### config.mk
export PLATFORM = sky130hd
export DESIGN_NAME = max_pooling
export DESIGN_NICKNAME = d
export VERILOG_FILES = /design/src/rtl/max_pooling.sv
export SDC_FILE = /design/constraint.sdc
export NUM_CORES = 1
export LEC_CHECK = 0
export CAP_MARGIN = 40
export CELL_PAD_IN_SITES_DETAIL_PLACEMENT = 0
export CELL_PAD_IN_SITES_GLOBAL_PLACEMENT = 1
export CORE_AREA = 2 2 134 136
export DETAILED_ROUTE_END_ITERATION = 10
export DIE_AREA = 0 0 136 138
export PLACE_DENSITY = 0.66
export REMOVE_ABC_BUFFERS = 1
export SLEW_MARGIN = 20
export SYNTH_ARGS = -nofsm -noshare
export SYNTH_HDL_FRONTEND = slang
export SYNTH_SLANG_ARGS = --single-unit
### constraint.sdc
create_clock -name clk -period 5.2 [get_ports clk]
set_input_delay 1.56 -clock clk [delete_from_list [all_inputs] [get_ports clk]]
set_output_delay 1.56 -clock clk [all_outputs]
set_load 0.02 [all_outputs]
### src/rtl/max_pooling.sv
// Streaming 2x2 stride-2 max pooling over 8-bit raster pixels.
// Frame size (24x24 or 8x8) is captured when the first pixel of a frame is accepted.
module max_pooling (
    input  logic       clk,
    input  logic       rstn,
    input  logic       ivalid,
    input  logic       state,
    input  logic [7:0] din,
    output logic [7:0] dout,
    output logic       ovalid
);

    localparam int unsigned BUF_DEPTH = 12;

    logic [4:0] col_q, col_d;
    logic [4:0] row_q, row_d;
    logic       state_q, state_d;
    logic [7:0] pix_q;
    logic [7:0] line_buf_q [BUF_DEPTH];
    logic [7:0] dout_q, dout_d;
    logic       ovalid_q, ovalid_d;

    logic       first_px;
    logic       frame_small;
    logic [4:0] last_idx;
    logic [3:0] buf_idx;
    logic [7:0] hmax;
    logic [7:0] vmax;

    always_comb begin
        first_px    = (col_q == 5'd0) && (row_q == 5'd0);
        // The pixel that opens a frame decides its size, so bypass the latch for it.
        frame_small = first_px ? state : state_q;
        last_idx    = frame_small ? 5'd7 : 5'd23;
        buf_idx     = col_q[4:1];
        hmax        = (din > pix_q) ? din : pix_q;
        vmax        = (line_buf_q[buf_idx] > hmax) ? line_buf_q[buf_idx] : hmax;
    end

    // NOTE: every variable gets its default before any branch, so no latch is inferred.
    always_comb begin
        col_d    = col_q;
        row_d    = row_q;
        state_d  = state_q;
        dout_d   = dout_q;
        ovalid_d = 1'b0;
        if (ivalid) begin
            if (first_px) begin
                state_d = state;
            end
            if (col_q == last_idx) begin
                col_d = 5'd0;
                row_d = (row_q == last_idx) ? 5'd0 : row_q + 5'd1;
            end else begin
                col_d = col_q + 5'd1;
            end
            if (col_q[0] && row_q[0]) begin
                ovalid_d = 1'b1;
                dout_d   = vmax;
            end
        end
    end

    // NOTE: sequential state uses non-blocking assignments only, so every register
    // samples the pre-edge values regardless of block ordering.
    always_ff @(posedge clk or negedge rstn) begin
        if (!rstn) begin
            col_q    <= 5'd0;
            row_q    <= 5'd0;
            state_q  <= 1'b0;
            pix_q    <= 8'd0;
            dout_q   <= 8'd0;
            ovalid_q <= 1'b0;
        end else begin
            col_q    <= col_d;
            row_q    <= row_d;
            state_q  <= state_d;
            dout_q   <= dout_d;
            ovalid_q <= ovalid_d;
            if (ivalid && !col_q[0]) begin
                pix_q <= din;
            end
        end
    end

    // NOTE: the line buffer is a small register array with a defined reset value,
    // so it is reset explicitly rather than left to power-up contents.
    always_ff @(posedge clk or negedge rstn) begin
        if (!rstn) begin
            for (int i = 0; i < BUF_DEPTH; i++) begin
                line_buf_q[i] <= 8'd0;
            end
        end else if (ivalid && col_q[0] && !row_q[0]) begin
            line_buf_q[buf_idx] <= hmax;
        end
    end

    assign dout   = dout_q;
    assign ovalid = ovalid_q;

endmodule

# Yosys cells after proc, flatten, opt, wreduce, memory -nomap -nowiden
# Index checks and enable logic that the tools add are counted.
# classes
n_addsub	2
n_lt_le_gt_ge	4
eq_ne	2
n_reduce_logical	12
n_bitwise	1
muxes	14
# op_table
operator	count
bitwise mux 96 bit	1
two-way mux 8 bit	5
binary-select mux 8 bit (select 4 bit)	1
demux 8 bit (select 4 bit)	1
greater-than comparator 8 bit	2
two-way mux 5 bit	3
adder 5 x 1 -> 5 bit (second input constant)	2
== test 5 bit	2
zero test 5 bit	2
logical AND 1 bit	6
greater-or-equal comparator 5 bit (second input constant)	1
< comparator 5 x 1 -> 1 bit (second input constant)	1
inverter 4 -> 5 bit	1
AND reduction 2 bit	2
two-way mux 1 bit	3
zero test 1 bit	2
# totals
ff_bits	124
word_cells	53
out_inout_bits	9
in_bits	12

# Depth between registers and ports, before layout
# depth
word_depth	6
mapped_depth	17
mapped_depth_nobuf	15

# Least setup slack after synthesis
# Ideal clock, no wire load.
# synth_timing
path_kind	input -> register
from	in din[1]
to	reg dout_q[0], in the netlist dout[0]
setup_time_ns	0.090
cell_stages	15
t_arrival_ns	4.413
t_required_ns	5.110
n_path_buf	2
setup_slack_ns	0.697
cell_sequence	ha_1 nor2b_1 o211ai_1 a21oi_1 o22ai_4 mux2i_1 buf_2 ha_1 a21o_1 a221o_1 a21oi_1 a31oi_1 nand2b_1 clkbuf_1 o221ai_1
# synth_via
elab_chain_cells	4
# synth_lines
item	line	rtl
start: declaration	8	input logic [7:0] din,
greater-than comparator 8 bit	36	hmax = (din > pix_q) ? din : pix_q;
two-way mux 8 bit *	36	
greater-than comparator 8 bit	37	vmax = (line_buf_q[buf_idx] > hmax) ? line_buf_q[buf_idx] : hmax;
two-way mux 8 bit *	37	
end signal: assignment	78	dout_q <= dout_d;
end: declaration	20	logic [7:0] dout_q, dout_d;
# Every way passes the cells marked *; elsewhere a longest branch is shown, timed or not.
# A chain may end at the register's enable or synchronous reset.

# Worst setup path in the final report
# layout_timing
from	in din[5]
to	reg dout_q[5], in the netlist dout[5]
# The elaborated chain is that of the path after synthesis.

==> flow_summary.json <==
{
  "outcome": "completed",
  "crit_path_end_kind": "register",
  "p_switching_mw": 1.61,
  "drc_errors": 0,
  "yosys_warnings": 0,
  "grt_pass1_vias": 4319,
  "grt_usage": 0.170,
  "path_buf_inv": 1,
  "initial_utilization": 0.339,
  "port-buffer-count": 20,
  "crit_fanout": 8,
  "ys_types": 44,
  "hold_class": "reg -> reg",
  "numCtsBuffers": 17,
  "finalSetupTns_ns": 0,
  "syn_area_um2": 5940,
  "p_sw_frac": 0.358,
  "fmax_mhz": 216,
  "cp-start-kind": "input port",
  "clockRootBuffer": "clkbuf_16",
  "final.fill_count": 1742,
  "period_needed_ns": 4.64,
  "dp_hpwl_um": 10400,
  "synth-seq-area-share": 0.522,
  "drt_iter0_markers": 227,
  "fin_crit_sh": 0.892,
  "power.density_nw_per_um2": 636,
  "relSlewSlack": 0.499,
  "drtAntennaViolNets": 0,
  "wirelength_um": 14700,
  "synth_flop_cell": "dfrtp_1",
  "ir_drop_uv": 281,
  "ys_ff_latch": 124,
  "clkPwrFrac": 0.277,
  "worst_pin_slew_ns": 0.752,
  "critPathRequiredTime_ns": 5.52,
  "p_comb_frac": 0.361,
  "cap_viol_max_count": 0,
  "p_leak_nw": 3.19,
  "die_y_um": 138,
  "slowest_stage": "clkdlybuf4s50_1",
  "ctsLongestPathBuffers": 2,
  "area_growth_pct": 19.1,
  "crit_chain": "clkdlybuf4s50_1, ha_1, a211oi_1, o21bai_1, o22ai_4, mux2i_1, ha_1, and3_1, a221o_1, a21oi_1, a31oi_1, nand2b_1, o221ai_1",
  "postLayoutCoreUtil": 0.404,
  "drv_slew": 0,
  "cts_tree": "built",
  "clock_skew_ns": 0.00631,
  "synth-async-reset-ratio": 1.00,
  "rsz0062_at_grt": "false",
  "fin_nets": 622,
  "via_per_inst": 5.17,
  "grt_overflow_total": 0,
  "antenna_found_initial": 0,
  "crit_top_cell": "ha_1",
  "die_w_um": 136,
  "cts_hold_buf": 0,
  "slowest_delay_ns": 0.45,
  "wl_per_cell_um": 17.6,
  "p_int_mw": 2.89,
  "place.gp.congestion": 0.767,
  "diodes": 0,
  "synth_edf_count": 0,
  "num_vias": 4295,
  "clkLatencyLatePin_ns": 0.42,
  "critical_path_class": "in -> reg",
  "final-setup-viol-count": 0,
  "critical_path_arrival_ns": 4.96,
  "dr.pass1.iters": 4,
  "critPathTopFamily": "compound AO/OA/AOI/OAI gates",
  "postCtsResizedCells": 0,
  "cts_sinks": 124,
  "avgSynthCellArea_um2": 10.6,
  "layout-drive-gt1-share": 0.161,
  "post_cts_buffers": 0,
  "core.rowCount": 49,
  "clkTransAtPathRegs_ns": 0.06,
  "grt_start_max_net_pins": 63,
  "seq_power_share": 0.363,
  "grt_pass1_wl_um": 23900,
  "die_area_um2": 18800,
  "hold_viol_final": 0,
  "ios": 21,
  "synth_cells": 561,
  "fp.coreArea_um2": 17500,
  "h-tree-depth": 4
}
## synthesized netlist by cell type (4+ instances only)
| cell | number | share of area |
|---|---|---|
| a21oi_1 | 78 | 0.066 |
| a221oi_2 | 6 | 0.015 |
| buf_2 | 20 | 0.017 |
| buf_4 | 5 | 0.0063 |
| clkbuf_1 | 8 | 0.0051 |
| dfrtp_1 | 124 | 0.52 |
| ha_1 | 20 | 0.042 |
| inv_1 | 23 | 0.015 |
| mux2i_1 | 9 | 0.015 |
| mux4_2 | 24 | 0.091 |
| nand2_1 | 55 | 0.035 |
| nand2b_1 | 6 | 0.0063 |
| nand3_1 | 4 | 0.0034 |
| nand4_1 | 6 | 0.0063 |
| nor2_1 | 83 | 0.052 |
| nor2b_1 | 11 | 0.012 |
| o21ai_0 | 34 | 0.029 |
| o21ai_1 | 5 | 0.0042 |
| o221ai_1 | 8 | 0.012 |
## routing by layer
metal | global-route usage | vias up | part of all wire
li1 | - | 2035 | -
met1 | 0.229 | 2147 | 0.44
met5 | 0 | - | 0
met2 | 0.262 | 90 | 0.49
met3 | 0.0425 | 23 | 0.050
met4 | 0.0685 | 0 | 0.020
## per-stage QoR
step	setup WS (ns)	cells	power, mW	hold WS, ns	instance area [um2]
5_1_grt	0.361	831	4.81	0.499	7080
6_report	0.561	831	4.50	0.481	7080
3_5_place_dp	0.148	799	3.29	0.471	6420
4_1_cts	0.581	830	4.54	0.484	7050
2_1_floorplan	0.530	527	2.67	0.445	5760
3_3_place_gp	0.301	799	3.22	0.457	6420
## power groups by stage
| stage | Combinational [mW] | Sequential, mW | Clock, mW |
|---|---|---|---|
| after CTS | 1.64 | 1.64 | 1.27 |
| after floorplan | 1.05 | 1.62 | 0 |
| after detailed placement | 1.63 | 1.66 | 0 |
| after global routing | 1.80 | 1.69 | 1.31 |
| final | 1.62 | 1.63 | 1.24 |
| after global placement | 1.59 | 1.63 | 0 |
## path summary, 6_finish.rpt
path	startpoint	endpoint	slack, ns	cells past startpoint
worst max-delay path	din[5]	dout[5]	0.56	13
worst min-delay path	line_buf_q[58]	line_buf_q[58]	0.48	2
worst max register to register	col_q[1]	dout[5]	1.33	11
worst min register to register	line_buf_q[58]	line_buf_q[58]	0.48	2
max in group asynchronous	rstn	line_buf_q[70]	3.26	3
min in group asynchronous	rstn	col_q[2]	0.94	1
## cells in the final DEF, fill, tap and decap left out, types with 3 or more instances in the layout
| cell type | instances |
|---|---|
| nand3_1 | 4 |
| clkdlybuf4s50_1 | 19 |
| bufinv_16 | 3 |
| xor2_1 | 3 |
| ha_1 | 20 |
| nand2b_1 | 6 |
| buf_4 | 24 |
| nor2_2 | 3 |
| inv_1 | 23 |
| nand4_1 | 6 |
| a21oi_1 | 78 |
| clkbuf_16 | 17 |
| a221oi_2 | 6 |
| nor2b_1 | 11 |
| o21ai_1 | 5 |
| mux4_2 | 24 |
| o21ai_0 | 34 |
| clkinvlp_4 | 6 |
| nand2_1 | 55 |
| nor2_1 | 83 |
| mux2i_1 | 9 |
| clkbuf_8 | 5 |
| dfrtp_1 | 123 |
| o221ai_1 | 8 |
## sequential cells by signal (all words and copies together) (netlist names)
signal      cells
ovalid          1
line_buf_q     96
col_q           5
state_q         1
row_q           5
pix_q           8
dout            8
## cell type report
class,instances,area (um2),share of cell area
multi-input combinational,380,2570,0.364
sequential,124,3100,0.438
inverter,23,86.3,0.0122
tap,229,287,0.0405
clock inverter,9,135,0.0191
timing repair buffer,44,398,0.0562
clock buffer,22,494,0.0698
## logic make-up (layout without fill, tap and decap cells)
family | count (synthesis) | in the layout | share of synthesized area
XOR/XNOR | 5 | 5 | 0.00737
buffers and inverters | 57 | 98 | 0.0446
adder cells (fa/ha/maj) | 20 | 20 | 0.0421
AO/OA/AOI/OAI | 145 | 145 | 0.146
flip-flops | 124 | 124 | 0.522
AND/OR/NAND/NOR | 175 | 175 | 0.127
multiplexers | 35 | 35 | 0.110
## tightest hold or removal path: stages (launching register included)
cell	delay, ns
dfrtp_1	0.34
nand2_1	0.04
o21ai_0	0.06
Power figures use the tool's default switching activity.
